`src/rtl/seq_det_ctrl.sv`:
```
// Serial 4-bit pattern detector fed by a byte stream: bytes are serialized MSB first,
// overlapping matches are pulsed and counted, and a sticky threshold flag stops intake.
module seq_det_ctrl #(
  parameter int unsigned CNT_W = 8
) (
  input  logic             clk,
  input  logic             rst,
  input  logic             en,
  input  logic             clear,
  input  logic [3:0]       cfg_pattern,
  input  logic [CNT_W-1:0] cfg_thresh,
  input  logic             s_valid,
  input  logic [7:0]       s_data,
  output logic             s_ready,
  output logic             match,
  output logic [CNT_W-1:0] match_count,
  output logic             thresh_hit,
  output logic             busy
);

  localparam logic [CNT_W-1:0] CNT_MAX  = '1;
  localparam logic [2:0]       SEEN_MAX = 3'd4;

  typedef enum logic {IDLE, SHIFT} state_t;

  state_t           state_q, state_d;
  logic [2:0]       idx_q;
  logic [7:0]       data_q;
  logic [2:0]       hist_q;
  logic [2:0]       seen_q;
  logic             match_q;
  logic [CNT_W-1:0] cnt_q;
  logic             thr_q;

  logic             hs;
  logic             cur_bit;
  logic             shift_c;
  logic             match_c;
  logic [CNT_W-1:0] cnt_inc;

  // Ready on the last bit too, so bytes can stream without a bubble.
  assign s_ready = ~rst & en & ~thr_q & ~clear &
                   ((state_q == IDLE) | ((state_q == SHIFT) & (idx_q == 3'd0)));
  assign hs      = s_valid & s_ready;
  assign cur_bit = data_q[idx_q];
  assign shift_c = (state_q == SHIFT) & ~clear;
  // Window counts the current bit, so three earlier bits suffice.
  assign match_c = shift_c & (seen_q >= 3'd3) & ({hist_q, cur_bit} == cfg_pattern);
  assign cnt_inc = (cnt_q == CNT_MAX) ? cnt_q : cnt_q + CNT_W'(1);

  always_ff @(posedge clk or posedge rst) begin
    if (rst) state_q <= IDLE;
    else     state_q <= state_d;
  end

  always_comb begin
    state_d = state_q;
    if (clear)                                       state_d = IDLE;
    else if (hs)                                     state_d = SHIFT;
    else if ((state_q == SHIFT) && (idx_q == 3'd0))  state_d = IDLE;
  end

  always_ff @(posedge clk or posedge rst) begin
    if (rst) begin
      idx_q   <= 3'd0;
      data_q  <= 8'd0;
      hist_q  <= 3'd0;
      seen_q  <= 3'd0;
      match_q <= 1'b0;
      cnt_q   <= '0;
      thr_q   <= 1'b0;
    end else if (clear) begin
      idx_q   <= 3'd0;
      data_q  <= 8'd0;
      hist_q  <= 3'd0;
      seen_q  <= 3'd0;
      match_q <= 1'b0;
      cnt_q   <= '0;
      thr_q   <= 1'b0;
    end else begin
      match_q <= match_c;
      if (shift_c) begin
        hist_q <= {hist_q[1:0], cur_bit};
        if (seen_q != SEEN_MAX) seen_q <= seen_q + 3'd1;
        if (idx_q != 3'd0)      idx_q  <= idx_q - 3'd1;
      end
      if (hs) begin
        data_q <= s_data;
        idx_q  <= 3'd7;
      end
      if (match_c) begin
        cnt_q <= cnt_inc;
        if ((cfg_thresh != '0) && (cnt_inc == cfg_thresh)) thr_q <= 1'b1;
      end
    end
  end

  assign match       = match_q;
  assign match_count = cnt_q;
  assign thresh_hit  = thr_q;
  assign busy        = (state_q == SHIFT);

endmodule

```
`config.mk`:
```
export PLATFORM = sky130hd
export DESIGN_NAME = seq_det_ctrl
export DESIGN_NICKNAME = d
export VERILOG_FILES = /design/src/rtl/seq_det_ctrl.sv
export SDC_FILE = /design/constraint.sdc
export NUM_CORES = 1
export LEC_CHECK = 0
export CAP_MARGIN = 20
export CELL_PAD_IN_SITES_DETAIL_PLACEMENT = 0
export CELL_PAD_IN_SITES_GLOBAL_PLACEMENT = 1
export CORE_ASPECT_RATIO = 0.8
export CORE_MARGIN = 3
export CORE_UTILIZATION = 34
export CTS_BUF_LIST = sky130_fd_sc_hd__clkbuf_16
export CTS_CLUSTER_DIAMETER = 30
export DETAILED_ROUTE_END_ITERATION = 12
export PLACE_DENSITY = 0.72
export SLEW_MARGIN = 30
export SYNTH_ARGS = -nofsm -noshare
export SYNTH_HDL_FRONTEND = slang
export SYNTH_SLANG_ARGS = --single-unit
```
`constraint.sdc`:
```
create_clock -name clk -period 2.06 [get_ports clk]
set_input_delay 0.515 -clock clk [delete_from_list [all_inputs] [get_ports clk]]
set_output_delay 0.515 -clock clk [all_outputs]
set_load 0.02 [all_outputs]
```
==> flow_metrics.py <==
metrics = {
    "cts": {
        "clock-sinks": 28,
        "clk_latency_ns": 0.26,
        "cts_made_buffers": 3,
        "maximum_root_to_sink_buffer_count": 2,
        "clk_root_buffer_cell": "sky130_fd_sc_hd__clkbuf_16",
        "postCtsHoldBufs": 0,
        "tritoncts": "done",
        "clkTransAtPathRegs_ns": 0.07,
        "cts-htree-levels": 1,
    },
    "die": {
        "ios": 37,
        "num_rows": 22,
        "fp.dieH_um": 70.0,
        "core_mm2": 0.00476,
        "floorplan.die_area_mm2": 0.00602,
        "initial_utilization": 0.366,
        "horizontal_die_dimension_um": 86.0,
    },
    "synthesis": {
        "post_synth_inst_count": 186,
        "synth_sequential_area_ratio": 0.402,
        "synth_enable_flop_cells": 0,
        "synthTopCellsByArea": "sky130_fd_sc_hd__dfrtp_1, sky130_fd_sc_hd__mux2i_1, sky130_fd_sc_hd__xnor2_1",
        "synth_async_sr_flop_share": 1.00,
        "synth.yosys.warnings": 0,
        "flip_flop_and_latch_count_after_synthesis": 28,
        "synth.cell_area_mm2": 0.00174,
        "synth_cell_types": 41,
        "synth.avg_cell_area_um2": 9.36,
        "postSynth.topFlopCell": "sky130_fd_sc_hd__dfrtp_1",
        "postSynthNetCount": 217,
        "synth_area_leader_cell": "sky130_fd_sc_hd__dfrtp_1",
        "synth_top_area_share": 0.402,
    },
    "power": {
        "p_seq_frac": 0.435,
        "switching_power_uw": 277,
        "leakage_power_figure_nw": 1.11,
        "largest_voltage_drop_on_the_vdd_net_mv": 0.378,
        "switching_share": 0.210,
        "total_power_mw": 1.32,
        "internal_power_mw": 1.05,
        "pwr_density_cell_mw_per_mm2": 526,
        "power.clock.fraction": 0.437,
        "combPwrFrac": 0.128,
    },
    "setup_path": {
        "timing.critical_path.arrival_ns": 2.28,
        "critical_path_required_ns": 2.20,
        "path_class": "flip-flop to flip-flop",
        "worst-r2r-setup-slack_ns": -0.08,
        "cp-end-kind": "flip-flop",
        "maximum_fanout_encountered_on_the_critical_timing_path": 8,
        "worst_setup_path_start_kind": "flip-flop",
        "reg2reg_from": "idx_q[1]$_DFFE_PP0P_",
        "timing.reg2reg.worst_path_depth": 8,
        "endpoint_of_the_worst_register_to_register_path": "match_count[1]$_DFFE_PP0P_",
    },
    "final_layout": {
        "finish.net_count": 271,
        "final_design_area_no_fill_mm2": 0.00251,
        "num_antenna_cells": 0,
        "area_growth_pct": 44.3,
        "final_core_utilization": 0.528,
        "drive_gt1_frac": 0.218,
    },
    "place": {
        "placement.cell_area_mm2": 0.00232,
        "buffer_ports.inserted": 36,
        "place_hpwl_mm": 3.18,
        "gp_congestion": 0.803,
    },
    "worst_hold_path": {
        "timing.hold.worst_endpoint": "data_q[0]$_DFFE_PP0P_",
        "worst_hold_path_type": "flip-flop to flip-flop",
        "holdCritStartpoint": "data_q[0]$_DFFE_PP0P_",
        "whs_path_depth": 2,
    },
    "timing": {
        "slew_violations": 0,
        "fin_skew_ns": 0.00861,
        "setup_violations": 6,
        "layout_worst_path_cycle_share": 1.04,
        "maxClockFrequency_ghz": 0.467,
        "post-route-min-period_ns": 2.14,
        "timing_hold_violations_final": 0,
        "transition_at_the_pin_with_the_smallest_max_transition_slack_ns": 0.439,
        "slew_headroom": 0.706,
        "finalSetupTns_ns": -0.232,
        "setup_repair_after_global_routing_missed_its_margin": "yes",
        "fin_ws_ns": -0.0798,
    },
    "grt": {
        "grt_start_max_net_pins": 29,
        "grt_pass1_wl_mm": 7.28,
        "via_count_of_the_first_global_routing_pass": 1545,
        "grt_antenna_before_repair": 0,
        "globalRoute.totalOverflow": 0,
        "grtUsageTotal": 0.147,
    },
    "drt": {
        "detail_route.drc_violations": 0,
        "residual_antenna_violating_net_count_after_detailed_routing": 0,
        "detail_routed_net_length_per_standard_cell_um": 14.4,
        "drt_pre_antenna_iters": 4,
        "dr_total_vias": 1518,
        "routed_via_density": 5.08,
        "wirelength_mm": 4.30,
        "first_iter_violations": 40,
    },
    "status": {
        "outcome": "finished with violations",
        "violated_checks": "negative setup slack",
    },
    "job": {
        "max_cap_violations": 0,
    },
}
==> critical path, stage by stage, from the launching register on <==
cell and delay [ns]:
sky130_fd_sc_hd__dfrtp_2 0.41, sky130_fd_sc_hd__mux4_2 0.50, sky130_fd_sc_hd__mux2i_1 0.16, sky130_fd_sc_hd__buf_4 0.17, sky130_fd_sc_hd__xnor2_4 0.07, sky130_fd_sc_hd__nor4_4 0.15, sky130_fd_sc_hd__buf_6 0.20, sky130_fd_sc_hd__nand2_4 0.07
sky130_fd_sc_hd__mux2_4 0.30
==> routing by layer <==
layer	share of wire	wire length (um)	vias up	GRT usage
met1	0.49	2130	735	0.206
met5	0	0	-	0
li1	-	-	756	-
met2	0.47	2020	25	0.240
met4	0.0014	6	0	0.0105
met3	0.036	155	2	0.0342
==> registers in the layout, summed over array words and instances (netlist names) <==
register	flops
data_q	8
match_count	8
hist_q	3
idx_q	3
seen_q	3
busy	1
match	1
thresh_hit	1
==> metrics by stage <==
stage               hold WS [ns]  setup WS (ns)  cells
floorplan                  0.421        -0.0465    186
global placement           0.495         -0.530    294
detailed placement         0.495         -0.548    294
CTS                        0.517         -0.141    299
global route               0.547         -0.204    299
finish                     0.517        -0.0798    299
==> how the worst max path moves through the flow <==
stage                                     from  cells after the start                         end  slack (ns)
floorplan           match_count[0]$_DFFE_PP0P_                      9      thresh_hit$_DFFE_PP0P_       -0.05
global placement                cfg_pattern[1]                      7  match_count[1]$_DFFE_PP0P_       -0.53
detailed placement              cfg_pattern[1]                      7  match_count[1]$_DFFE_PP0P_       -0.55
CTS                       idx_q[1]$_DFFE_PP0P_                      8  match_count[1]$_DFFE_PP0P_       -0.14
global route              idx_q[1]$_DFFE_PP0P_                      8  match_count[1]$_DFFE_PP0P_       -0.20
finish                    idx_q[1]$_DFFE_PP0P_                      8  match_count[1]$_DFFE_PP0P_       -0.08
==> logic make-up (layout without fill, tap and decap cells) <==
kind of cell | Yosys count | in the layout | share of synthesized area
xor+xnor | 15 | 15 | 0.0754
mux | 12 | 12 | 0.0841
simple gates | 69 | 69 | 0.216
flops | 28 | 28 | 0.402
buf+inv | 24 | 77 | 0.0539
compound gates | 32 | 32 | 0.126
fa+ha+maj | 6 | 6 | 0.0431
==> cell usage in the layout, fill, tap and decap left out, types with 2 or more instances in the layout <==
master	netlist	routed
sky130_fd_sc_hd__nand3_1	3	3
sky130_fd_sc_hd__dfrtp_2	0	5
sky130_fd_sc_hd__mux2i_1	9	9
sky130_fd_sc_hd__a32oi_1	2	2
sky130_fd_sc_hd__a211oi_1	3	3
sky130_fd_sc_hd__a21oi_1	9	9
sky130_fd_sc_hd__clkdlybuf4s50_1	0	31
sky130_fd_sc_hd__nand3b_1	8	8
sky130_fd_sc_hd__and2_1	2	2
sky130_fd_sc_hd__nor3_1	5	5
sky130_fd_sc_hd__xnor2_1	10	9
sky130_fd_sc_hd__a31oi_1	3	3
sky130_fd_sc_hd__nand4_1	2	2
sky130_fd_sc_hd__xor2_1	5	5
sky130_fd_sc_hd__dlygate4sd2_1	0	3
sky130_fd_sc_hd__nand2_1	23	21
sky130_fd_sc_hd__buf_6	0	4
sky130_fd_sc_hd__dfrtp_1	28	23
sky130_fd_sc_hd__nand2b_1	5	5
sky130_fd_sc_hd__mux4_2	2	2
sky130_fd_sc_hd__ha_1	6	6
sky130_fd_sc_hd__nor2_1	11	11
sky130_fd_sc_hd__clkbuf_16	0	3
sky130_fd_sc_hd__o21ai_0	6	6
sky130_fd_sc_hd__inv_1	11	10
sky130_fd_sc_hd__buf_4	1	22
==> synthesized netlist by cell type, types with 2 or more instances <==
library cell,n
sky130_fd_sc_hd__and2_1,2
sky130_fd_sc_hd__nor3_1,5
sky130_fd_sc_hd__mux2i_1,9
sky130_fd_sc_hd__a211oi_1,3
sky130_fd_sc_hd__xnor2_1,10
sky130_fd_sc_hd__nand4_1,2
sky130_fd_sc_hd__clkbuf_1,11
sky130_fd_sc_hd__o2111ai_1,2
sky130_fd_sc_hd__nand2b_1,5
sky130_fd_sc_hd__a31oi_1,3
sky130_fd_sc_hd__and4_1,2
sky130_fd_sc_hd__dfrtp_1,28
sky130_fd_sc_hd__o21ai_0,6
sky130_fd_sc_hd__a21oi_1,9
sky130_fd_sc_hd__ha_1,6
sky130_fd_sc_hd__mux4_2,2
sky130_fd_sc_hd__nand2_1,23
sky130_fd_sc_hd__xor2_1,5
sky130_fd_sc_hd__a32oi_1,2
sky130_fd_sc_hd__nand3_1,3
sky130_fd_sc_hd__inv_1,11
sky130_fd_sc_hd__nor2_1,11
sky130_fd_sc_hd__nand3b_1,8
==> timing repair <==
| item | 4_1_cts | 5_1_grt |
|---|---|---|
| gates cloned | 0 | 0 |
| resized for setup | 21 | 6 |
| pin swaps | 6 | 3 |
| endpoints found under the setup margin | 11 | 13 |
| setup buffers | 1 | 0 |
==> area by class of cell <==
cell class                 count  area (um^2)
clock buffer                   3         75.1
clock inverter                 1         30.0
fill                         437         2250
inverter                      12         48.8
multi-input combinational    134         1020
sequential                    28          707
tap                           60         75.1
timing repair buffer          61          559
==> power groups by stage <==
| stage | Combinational [mW] | Clock [mW] | Sequential, mW |
|---|---|---|---|
| floorplan | 0.0776 | 0 | 0.583 |
| global placement | 0.161 | 0 | 0.585 |
| detailed placement | 0.164 | 0 | 0.586 |
| CTS | 0.170 | 0.589 | 0.575 |
| global route | 0.186 | 0.618 | 0.577 |
| finish | 0.169 | 0.578 | 0.575 |
Power figures use the tool's default switching activity.
